--- src/rtl/pipe_stage_reg.sv ---
// Inter-stage pipeline register for the five-stage core: one instance per D/E/M/W boundary.
// Handles stall (hold), flush (bubble), exception request (handler bubble) and stall-cycle counting.
module pipe_stage_reg #(
  parameter int          PAYLOAD_W     = 64,
  parameter int          TNEW_W        = 2,
  parameter int          EXC_W         = 5,
  parameter logic [31:0] HANDLER_PC    = 32'h0000_4180,
  parameter bit          DEC_TNEW      = 1'b1,
  parameter bit          FLUSH_KEEP_PC = 1'b1,
  parameter int          CNT_W         = 8
) (
  input  logic                 clk,
  input  logic                 reset,
  input  logic                 req,
  input  logic                 stall,
  input  logic                 flush,
  input  logic                 in_valid,
  input  logic [31:0]          in_pc,
  input  logic                 in_bd,
  input  logic [TNEW_W-1:0]    in_tnew,
  input  logic [EXC_W-1:0]     in_exc,
  input  logic [EXC_W-1:0]     in_new_exc,
  input  logic [PAYLOAD_W-1:0] in_payload,
  output logic                 out_valid,
  output logic [31:0]          out_pc,
  output logic [31:0]          out_pc8,
  output logic                 out_bd,
  output logic [TNEW_W-1:0]    out_tnew,
  output logic [EXC_W-1:0]     out_exc,
  output logic [PAYLOAD_W-1:0] out_payload,
  output logic [CNT_W-1:0]     stall_cnt
);
  typedef struct packed {
    logic                 valid;
    logic [31:0]          pc;
    logic                 bd;
    logic [TNEW_W-1:0]    tnew;
    logic [EXC_W-1:0]     exc;
    logic [PAYLOAD_W-1:0] payload;
  } slot_t;

  localparam logic [CNT_W-1:0] CNT_MAX = {CNT_W{1'b1}};

  slot_t            cur, load_slot, flush_slot, handler_slot;
  logic [CNT_W-1:0] cnt;

  // Earliest exception wins; bubbles never carry an exception.
  always_comb begin
    load_slot         = '0;
    load_slot.valid   = in_valid;
    load_slot.pc      = in_pc;
    load_slot.bd      = in_bd;
    load_slot.payload = in_payload;
    if (in_valid) load_slot.exc = (in_exc != '0) ? in_exc : in_new_exc;
    if (DEC_TNEW) load_slot.tnew = (in_tnew != '0) ? in_tnew - TNEW_W'(1) : '0;
    else          load_slot.tnew = in_tnew;
  end

  // Keeping the PC in a flush bubble lets a later exception still report a correct EPC.
  always_comb begin
    flush_slot = '0;
    if (FLUSH_KEEP_PC) begin
      flush_slot.pc = in_pc;
      flush_slot.bd = in_bd;
    end
    handler_slot    = '0;
    handler_slot.pc = HANDLER_PC;
  end

  always_ff @(posedge clk) begin
    if (reset) begin
      cur <= '0;
      cnt <= '0;
    end else if (req) begin
      cur <= handler_slot;
      cnt <= '0;
    end else if (stall) begin
      if (cnt != CNT_MAX) cnt <= cnt + CNT_W'(1);
    end else if (flush) begin
      cur <= flush_slot;
      cnt <= '0;
    end else begin
      cur <= load_slot;
      cnt <= '0;
    end
  end

  assign out_valid   = cur.valid;
  assign out_pc      = cur.pc;
  assign out_pc8     = cur.pc + 32'd8;
  assign out_bd      = cur.bd;
  assign out_tnew    = cur.tnew;
  assign out_exc     = cur.exc;
  assign out_payload = cur.payload;
  assign stall_cnt   = cnt;
endmodule

--- config.mk ---
export PLATFORM = sky130hd
export DESIGN_NAME = pipe_stage_reg
export DESIGN_NICKNAME = d
export VERILOG_FILES = /design/src/rtl/pipe_stage_reg.sv
export SDC_FILE = /design/constraint.sdc
export NUM_CORES = 1
export LEC_CHECK = 0
export ABC_AREA = 0
export BUFFER_PORTS_ARGS = -buffer_cell sky130_fd_sc_hd__buf_2
export CORE_MARGIN = 2
export CORE_UTILIZATION = 44
export CTS_BUF_LIST = sky130_fd_sc_hd__clkbuf_8
export DETAILED_ROUTE_END_ITERATION = 12
export HOLD_SLACK_MARGIN = 0.03
export PLACE_DENSITY = 0.82
export SLEW_MARGIN = 20
export SYNTH_ARGS = -nofsm -noshare
export SYNTH_HDL_FRONTEND = slang
export SYNTH_SLANG_ARGS = --single-unit
--- constraint.sdc ---
create_clock -name clk -period 2.65 [get_ports clk]
set_input_delay 0.6625 -clock clk [delete_from_list [all_inputs] [get_ports clk]]
set_output_delay 0.6625 -clock clk [all_outputs]
set_load 0.005 [all_outputs]
# Word level (Yosys, flattened, before mapping)
# Cells that the tools add are included.
# totals
register_bits,113
out_inout_bits,145
# op_classes
addsub,3
eq_ne,2
muxes,6
bitwise_logic,1
n_reduce_logical,4
# op_table
operator,n
$mux W87,2
$mux W105,1
$add A32 B4 Y32 const B,1
$mux W5,2
$add A8 B1 Y8 const B,1
$ne A8 B8 Y1 const B,1
$reduce_bool A5 Y1,1
$reduce_or A3 Y1,1
$mux W2,1
$ne A2 B2 Y1 const B,1
$reduce_bool A2 Y1,1
$reduce_or A2 Y1,1
$sub A2 B1 Y2 const B,1
$not A1 Y1,1

# Depth between registers and ports, before layout
# Gate-level depths: netlist (run 1).
# depth
ltp_word,6
depth_mapped,6

# Least setup slack after synthesis (run 1)
# No wires, ideal clock.
# synth_path
path_type,register -> output
from,"reg cur, in the netlist out_pc[3]"
to,out out_pc8[29]
arrival_ns,1.706
t_required_ns,1.987
path_slack_ns,0.282
path_stages_with_launch,6
cell_sequence,dfxtp_1 -> ha_1 -> nand3_1 -> or4_4 -> nor4_2 -> xor2_1
# synth_via
elab_chain_cells,1
# synth_rtl
element,line,text
"start, declared",44,"slot_t cur, load_slot, flush_slot, handler_slot;"
"start signal, assigned",75,cur <= handler_slot;
"start signal, assigned",80,cur <= flush_slot;
"start signal, assigned",83,cur <= load_slot;
$add A32 B4 Y32,90,assign out_pc8 = cur.pc + 32'd8;
"end, declared",26,"output logic [31:0] out_pc8,"
# No other way between the ends.

# Worst setup path after layout (run 1)
# layout_path
from,"reg cur, in the netlist out_pc[12]"
to,out out_pc8[29]
# The elaborated chain is that of the path after synthesis.

==> qor.txt, run 1 <==
Outcome: complete, but fails checks
Failing checks: negative setup slack
Post-synth top area cell: dfxtp_1
Final Cycle Share: 101%
Global Route Usage Sum: 23.6%
CP arrival: 2.00 ns
Final instance area: 6360 µm²
Ys async rst share: 0%
CP Data Required Time: 1.99 ns
Power Density: 593 nW/µm²
Max VDD drop: 423 µV
Ranking of synthesized cells by area: dfxtp_1, a22o_1, mux2i_1
Final WS setup: -0.0137 ns
Fmax: 375 MHz
Total Nets Final: 805
CTS Hold Bufs: 0
EDFF count, synth: 0
Largest net degree at the start of global routing: 68
CTS clock-pin slew for the worst setup and hold paths: 0.09 ns
Core Util, Final: 68.2%
CTS sink cnt: 113
Cell Rows: 35
TritonRoute pass-1 iters: 5
Number of synthesized register bits: 113
CTS Buffer Depth: 2
Hold WC Path Type: in -> reg
Core ar.: 9330 µm²
RSZ-0062 raised after global routing: yes
Drc violations: 0
Crit path kind: reg -> out
Total CTS buffers: 17
Mapped Avg Cell Area: 10.3 µm²
Die ar.: 10,500 µm²
Initial Util: 45.7%
CP Launch Type: flip-flop
Synthesis Warnings: 0
Worst rel slew slack: 63.4%
Fin crit period: 2.66 ns
# port buffers: 259
Vias in the first global route: 4,078
# IOs: 260
Sequential-to-total area share from yosys stat: 53.0%
First-pass GRT wire length: 19,300 µm
Synthesized instance count: 413
CP Capture Type: primary output
# setup viols final: 1
Placed Area: 5740 µm²
Max-cap violation count: 0
Detailed Place HPWL: 9610 µm
Initial antenna violation count: 0
Final Hold Vio Count: 0
Final Max Tran Viols: 0
Syn Std Cell Area: 4270 µm²
Filler Cell Count: 756
Maximum fanout along the worst path: 2
Cell leakage power: 3.25 nW
CTS tree: built
Worst-skew pair later-pin latency: 0.41 ns
Clock root buffer: clkbuf_8
Commonest non-fill, non-tap cell in the layout: buf_2
Die width: 102 µm
Total grt overflow: 0
Gpl congestion: 0.892
Vias/cell: 5.14
DRT antenna net count: 0
Die H: 102 µm
Most frequent cells in the layout: buf_2, dfxtp_1, a22o_1
Max H-tree Level: 4
Avg WL per Cell: 16.0 µm
Drt initial violations: 122
Share of cells above drive strength 1: 48.9%
Mapped Nets: 530
Area Growth Syn to Fin: 49.1%
Main synth FF type: dfxtp_1
WL final: 13,300 µm
Worst-Margin Slew: 0.549 ns
Yosys top cell area share: 53.0%
Max Clock Skew: 0.00198 ns
Hold slack: 0.447 ns
Routed via count: 4,270
Yosys cell types: 32
==> critical path: stages (launching register included) <==
cell and delay, ns:
dfxtp_2 0.36, nand4_4 0.11, or4_4 0.59, nor4_4 0.24, xor2_1 0.16, buf_2 0.13
==> kinds of logic after synthesis <==
logic type,after synthesis,share of synthesized area [%]
compound gates,89,16.6
xor+xnor,29,5.95
fa+ha+maj,2,0.587
buf+inv,35,3.49
flops,113,53.0
mux,31,7.27
simple gates,114,13.1
==> sequential cells by signal, indices dropped and copies added, names as in the netlist <==
signal       count
out_payload     64
out_pc          32
stall_cnt        8
out_exc          5
out_tnew         2
out_bd           1
out_valid        1
==> Yosys cell counts, drive strengths merged, types with 2 or more instances <==
master	number
buf	11
nor2	48
a31oi	6
xnor2	20
a21oi	4
inv	9
clkbuf	15
nor4	5
mux2i	31
o21ai	10
nand3	12
and4	2
a22o	64
nor3	5
nand4	13
nand2	20
ha	2
dfxtp	113
xor2	9
a211oi	3
nor2b	3
and2	2
==> report_power, final <==
group	internal (W)	switching (W)
Sequential	0.00174	0.0000382
Clock	0.000896	0.000795
Combinational	0.000163	0.000143
==> repair_timing <==
action,CTS,global route
pin swaps,5,10
endpoints found under the setup margin,14,16
setup buffers,4,6
resized for setup,20,16
==> path summary, 6_finish.rpt <==
check / start / to / slack, ns / cells after the start
worst min register to register: out_exc[1] / out_exc[1] / 0.45 / 2
worst max register to register: stall_cnt[0] / stall_cnt[1] / 1.12 / 5
worst max-delay path: out_pc[12] / out_pc8[29] / -0.01 / 5
worst min-delay path: in_payload[13] / out_payload[13] / 0.45 / 2
==> layer usage <==
metal | vias up | GRT usage [%] | part of all wire, %
met3 | 33 | 6.91 | 6.0
met2 | 178 | 41.7 | 53
met4 | 0 | 10.5 | 2.9
li1 | 2046 | - | -
met1 | 2013 | 26.1 | 38
met5 | - | 0 | 0
==> through the flow <==
stage / setup slack [ns] / cells / total power [W] / TNS [ns]
final: -0.0137 / 831 / 0.00377 / -0.0137
after global routing: -0.113 / 830 / 0.00394 / -0.484
after CTS: -0.0300 / 824 / 0.00380 / -0.0300
after detailed placement: 0.230 / 788 / 0.00211 / 0
after global placement: 0.261 / 788 / 0.00210 / 0
after floorplan: 0.282 / 413 / 0.00193 / 0
==> layout make-up <==
| type | count | area (µm²) | area share (%) |
|---|---|---|---|
| antenna | 1 | 2.50 | 0.0394 |
| sequential | 113 | 2290 | 36.1 |
| inverter | 9 | 33.8 | 0.531 |
| timing repair buffer | 282 | 1510 | 23.7 |
| multi-input combinational | 265 | 1950 | 30.6 |
| clock buffer | 18 | 248 | 3.90 |
| tap | 129 | 161 | 2.54 |
| clock inverter | 14 | 169 | 2.66 |
Power figures use the tool's default switching activity.
==> run 2, diff against run 1 <==
--- a/config.mk
+++ b/config.mk
@@ -12,7 +12,7 @@
 export CTS_BUF_LIST = sky130_fd_sc_hd__clkbuf_8
 export DETAILED_ROUTE_END_ITERATION = 12
 export HOLD_SLACK_MARGIN = 0.03
-export PLACE_DENSITY = 0.82
+export PLACE_DENSITY = 0.9
 export SLEW_MARGIN = 20
 export SYNTH_ARGS = -nofsm -noshare
 export SYNTH_HDL_FRONTEND = slang
==> qor.txt, run 2 (synthesis results as in run 1) <==
Largest net degree at the start of global routing: 67 (-1.5%)
CP arrival: 1.98 ns (-0.02 ns)
Cell Rows: 35 (unchanged)
Outcome: complete, no violations
Total Nets Final: 803 (-0.25%)
Crit path kind: reg -> out
# setup viols final: 0 (-1)
CTS sink cnt: 113 (unchanged)
Power Density: 591 nW/µm² (-0.34%)
Drt initial violations: 167 (+37%)
Final Max Tran Viols: 0 (unchanged)
TritonRoute pass-1 iters: 5 (unchanged)
Max-cap violation count: 0 (unchanged)
Max VDD drop: 343 µV (-19%)
Worst rel slew slack: 62.4% (-0.97 points)
Max reg flops: 64 (unchanged)
Worst-skew pair later-pin latency: 0.41 ns (about the same)
Share of cells above drive strength 1: 48.5% (-0.43 points)
Commonest non-fill, non-tap cell in the layout: buf_2
Die ar.: 10,500 µm² (unchanged)
Area of the multi-input gates: 1930 µm² (-0.84%)
Vias in the first global route: 3,917 (-3.9%)
Core Util, Final: 67.6% (-0.54 points)
Gpl congestion: 0.946 (+6.0%)
Filler Cell Count: 739 (-2.2%)
Total grt overflow: 0 (unchanged)
# port buffers: 259 (unchanged)
Antenna cells: 0 (-1)
CP Capture Type: primary output
First-pass GRT wire length: 18,900 µm (-2.3%)
Core ar.: 9330 µm² (unchanged)
Initial Util: 45.7% (unchanged)
Maximum fanout along the worst path: 2 (unchanged)
Fin crit period: 2.64 ns (-0.0206 ns)
Cell leakage power: 3.24 nW (-0.59%)
CTS Buffer Depth: 2 (unchanged)
Vias/cell: 5.21 (+1.3%)
Max Clock Skew: 0.00506 ns (+0.00308 ns)
Detailed Place HPWL: 9670 µm (+0.67%)
Area Growth Syn to Fin: 47.9%
Fmax: 378 MHz (+0.78%)
Global Route Usage Sum: 23.1% (-0.45 points)
Die width: 102 µm (unchanged)
Clock root buffer: clkbuf_8
CP Data Required Time: 1.99 ns (about the same)
WL final: 13,300 µm (-0.48%)
Cell count after placement: 786 (-0.25%)
Most frequent cells in the layout: buf_2, dfxtp_1, a22o_1
CP Launch Type: flip-flop
Post-route insts no fill: 828 (-0.36%)
# IOs: 260 (unchanged)
Worst-Margin Slew: 0.564 ns (+0.0145 ns)
RSZ-0062 raised after global routing: yes
Die H: 102 µm (unchanged)
Sequential cell area: 2290 µm² (about the same)
Initial antenna violation count: 0 (unchanged)
Max H-tree Level: 4 (unchanged)
Drc violations: 0 (unchanged)
Hold WC Path Type: in -> reg
Final Hold Vio Count: 0 (unchanged)
Avg WL per Cell: 16.0 µm (-0.12%)
CTS clock-pin slew for the worst setup and hold paths: 0.08 ns (about the same)
DRT antenna net count: 0 (unchanged)
Routed via count: 4,310 (+0.94%)
CTS tree: built
Total CTS buffers: 17 (unchanged)
Final Cycle Share: 99.7% (-0.78 points)
==> run 2: critical path, cell delays in order, from the launching register on <==
cell and delay [ns]:
dfxtp_4 0.36, ha_4 0.13, nand3_2 0.08, or4_4 0.51, nor4_4 0.17, xor2_1 0.17, buf_2 0.14
==> run 2: path summary, 6_finish.rpt <==
kind	slack [ns]	endpoint	from	cells past startpoint
hold / removal	0.45	out_payload[0]	in_payload[0]	2
setup / recovery	0.007	out_pc8[29]	out_pc[4]	6
setup reg to reg	1.16	stall_cnt[1]	stall_cnt[1]	5
hold reg to reg	0.46	out_valid	out_valid	2
==> run 2: layout make-up <==
cell class / instances / share of cell area [%]
Clock buffer: 17 / 3.71
Clock inverter: 15 / 2.74
Inverter: 9 / 0.536
Multi-Input combinational cell: 265 / 30.6
Sequential cell: 113 / 36.4
Tap cell: 129 / 2.56
Timing Repair Buffer: 280 / 23.5
==> run 2: through the flow <==
step / setup TNS (ns) / setup slack [ns] / hold slack (ns) / power [W] / cell area, µm²
after detailed placement: 0 / 0.188 / 0.449 / 0.00211 / 5720
after global routing: -0.592 / -0.0875 / 0.431 / 0.00387 / 6310
after CTS: -0.0158 / -0.00839 / 0.418 / 0.00376 / 6210
final: 0 / 0.00686 / 0.451 / 0.00373 / 6310
after global placement: 0 / 0.242 / 0.432 / 0.00210 / 5720
after floorplan: 0 / 0.282 / 0.439 / 0.00193 / 4270
==> run 2: repair_timing <==
item | in CTS | in global routing
resized for setup | 17 | 14
setup buffers | 4 | 6
pin swaps | 4 | 3
setup endpoints to repair | 13 | 16
hold buffers | 0 | 0
gates cloned | 0 | 0
==> run 2: layer usage <==
metal,vias to the layer above,part of all wire (%),wire [µm],track usage [%]
met3,24,5.8,770,5.54
met1,2054,39,5140,26.5
met4,0,1.9,249,10.3
met5,-,0,0,0
li1,2044,-,-,-
met2,188,53,7090,40.8
==> run 2: where the power goes <==
group,internal [W],switching (W),total (W),leakage [nW]
clock,0.000863,0.000789,0.00165,0.208
sequential,0.00174,0.0000397,0.00177,0.924
combinational,0.000161,0.000141,0.000301,2.10
total,0.00276,0.000970,0.00373,3.23
==> run 3, diff against run 2 <==
--- a/config.mk
+++ b/config.mk
@@ -8,11 +8,11 @@
 export ABC_AREA = 0
 export BUFFER_PORTS_ARGS = -buffer_cell sky130_fd_sc_hd__buf_2
 export CORE_MARGIN = 2
-export CORE_UTILIZATION = 44
+export CORE_UTILIZATION = 40
 export CTS_BUF_LIST = sky130_fd_sc_hd__clkbuf_8
 export DETAILED_ROUTE_END_ITERATION = 12
 export HOLD_SLACK_MARGIN = 0.03
-export PLACE_DENSITY = 0.9
+export PLACE_DENSITY = 0.86
 export SLEW_MARGIN = 20
 export SYNTH_ARGS = -nofsm -noshare
 export SYNTH_HDL_FRONTEND = slang
==> constraint.sdc (replaced) <==
create_clock -name clk -period 2.1 [get_ports clk]
set_input_delay 0.525 -clock clk [delete_from_list [all_inputs] [get_ports clk]]
set_output_delay 0.525 -clock clk [all_outputs]
set_load 0.005 [all_outputs]
==> qor.txt, run 3 (synthesis results as in run 1) <==
Outcome: complete, but fails checks
Failing checks: negative setup slack
TritonRoute pass-1 iters: 4 (-1)
RSZ-0062 raised after global routing: yes
Hold wc startpoint: in_payload[9]
# IOs: 260 (unchanged)
Hold slack: 0.318 ns (-0.133 ns)
Core Util, Final: 65.0% (-2.6 points)
Total CTS buffers: 17 (unchanged)
Antenna cells: 0 (unchanged)
CTS Buffer Depth: 2 (unchanged)
Max H-tree Level: 4 (unchanged)
Max reg flops: 64 (unchanged)
Filler Cell Count: 765 (+3.5%)
CTS clock-pin slew for the worst setup and hold paths: 0.08 ns (about the same)
First-pass GRT wire length: 20,400 µm (+8.1%)
Area Growth Syn to Fin: 57.4%
Drt initial violations: 242 (+45%)
CTS tree: built
Total grt overflow: 0 (unchanged)
Clock root buffer: clkbuf_8
Total Nets Final: 828 (+3.1%)
Die width: 107 µm (+4.7%)
Crit path kind: reg -> out
Max-cap violation count: 0 (unchanged)
Die ar.: 11,500 µm² (+9.6%)
Global Route Usage Sum: 22.4% (-0.66 points)
CTS Hold Bufs: 0 (unchanged)
CP Data Required Time: 1.57 ns (-0.42 ns)
Share of cells above drive strength 1: 52.3% (+3.9 points)
Routed via count: 4,475 (+3.8%)
Max VDD drop: 443 µV (+29%)
Worst-skew pair later-pin latency: 0.41 ns (about the same)
DRT antenna net count: 0 (unchanged)
Top sig layer: met4
WL final: 14,200 µm (+7.4%)
Die H: 107 µm (+4.7%)
Largest net degree at the start of global routing: 56 (-16%)
Vias in the first global route: 4,329 (+11%)
CTS sink cnt: 113 (unchanged)
Most frequent cells in the layout: buf_2, dfxtp_1, a22o_1
# port buffers: 259 (unchanged)
Vias/cell: 5.20 (about the same)
Worst rel slew slack: 76.5% (+14 points)
Post-placement setup slack: 0.00367 ns (-0.184 ns)
CP Launch Type: flip-flop
Cell Rows: 37 (+5.7%)
CP Capture Type: primary output
Final Max Tran Viols: 0 (unchanged)
Worst r2r src: stall_cnt[0]
Commonest non-fill, non-tap cell in the layout: buf_2
# setup viols final: 25 (+25)
Detailed Place HPWL: 9760 µm (+0.89%)
Avg WL per Cell: 16.6 µm (+3.4%)
WL met3: 985 µm (+28%)
Metal-1 WL: 5260 µm (+2.3%)
Hold WC Path Type: in -> reg
Max Clock Skew: 0.00391 ns (-0.00114 ns)
CP arrival: 2.08 ns (+0.10 ns)
Critical Path Start: out_pc[3]
Final WS setup: -0.502 ns (-0.508 ns)
Initial antenna violation count: 0 (unchanged)
Fin crit period: 2.60 ns
Drc violations: 0 (unchanged)
Gpl congestion: 0.857 (-9.4%)
Core ar.: 10,300 µm² (+11%)
Maximum fanout along the worst path: 2 (unchanged)
Worst-Margin Slew: 0.351 ns (-0.213 ns)
Final Hold Vio Count: 0 (unchanged)
Wire length on met2: 7370 µm (+3.9%)
Fmax: 384 MHz
Power Density: 702 nW/µm² (+19%)
Initial Util: 41.3% (-4.4 points)
Cell leakage power: 3.46 nW (+6.8%)
Final Cycle Share: 124%
==> run 3: changes by cell type in the layout (fill, tap and decap cells not counted), moves of 3 or more <==
cell	previous run	this run
nor2_1	48	43
dfxtp_4	7	2
nor2_4	0	5
clkinvlp_4	0	3
dfxtp_1	101	104
buf_6	1	13
clkinv_4	6	2
nand3_2	1	6
xnor2_2	1	6
buf_4	18	29
xnor2_1	19	14
nand3_1	11	4
==> run 3: final timing paths <==
path              slack [ns]             end  cells after the start
hold / removal          0.32  out_payload[9]                      2
setup reg to reg        0.56    stall_cnt[4]                      5
hold reg to reg         0.44       out_valid                      2
setup / recovery       -0.50     out_pc8[17]                      7
==> run 3: worst max-delay path, stage by stage (launching register included) <==
cell and delay, ns:
dfxtp_4 0.36, ha_4 0.16, nand3_4 0.07, or4_4 0.56
buf_4 0.17, buf_6 0.11, xnor2_2 0.11, buf_2 0.12
==> run 3: repair_timing <==
item	in CTS	in global routing
resized for setup	27	24
pin swaps	20	15
endpoints found under the setup margin	24	25
cloned	0	0
buffers inserted	5	12
==> run 3: where the power goes <==
group	switching (W)	total, W	internal (W)
registers	0.0000432	0.00224	0.00219
clock network	0.000951	0.00205	0.00110
logic	0.000200	0.000424	0.000224
total	0.00119	0.00471	0.00352
==> run 3: layer usage <==
layer	GRT usage, %	vias up
met5	0	-
met4	13.7	0
met3	6.90	55
met2	38.5	228
met1	24.1	2101
li1	-	2091
==> run 3: metrics by stage <==
step	TNS (ns)	power (W)	instances	cell area [µm²]
2_1_floorplan	0	0.00244	413	4320
3_3_place_gp	0	0.00267	812	5950
3_5_place_dp	0	0.00268	812	5950
4_1_cts	-7.63	0.00473	849	6530
5_1_grt	-11.16	0.00491	860	6710
6_report	-8.71	0.00471	860	6710
==> run 3: area by class of cell <==
type / instances / area [µm²] / area share, %
clock buffers: 18 / 248 / 3.69
clock inverters: 14 / 154 / 2.29
inverters: 9 / 33.8 / 0.503
multi-input cells: 265 / 2090 / 31.1
flip-flops and latches: 113 / 2280 / 33.9
repair buffers: 305 / 1740 / 25.9
well taps: 136 / 170 / 2.53
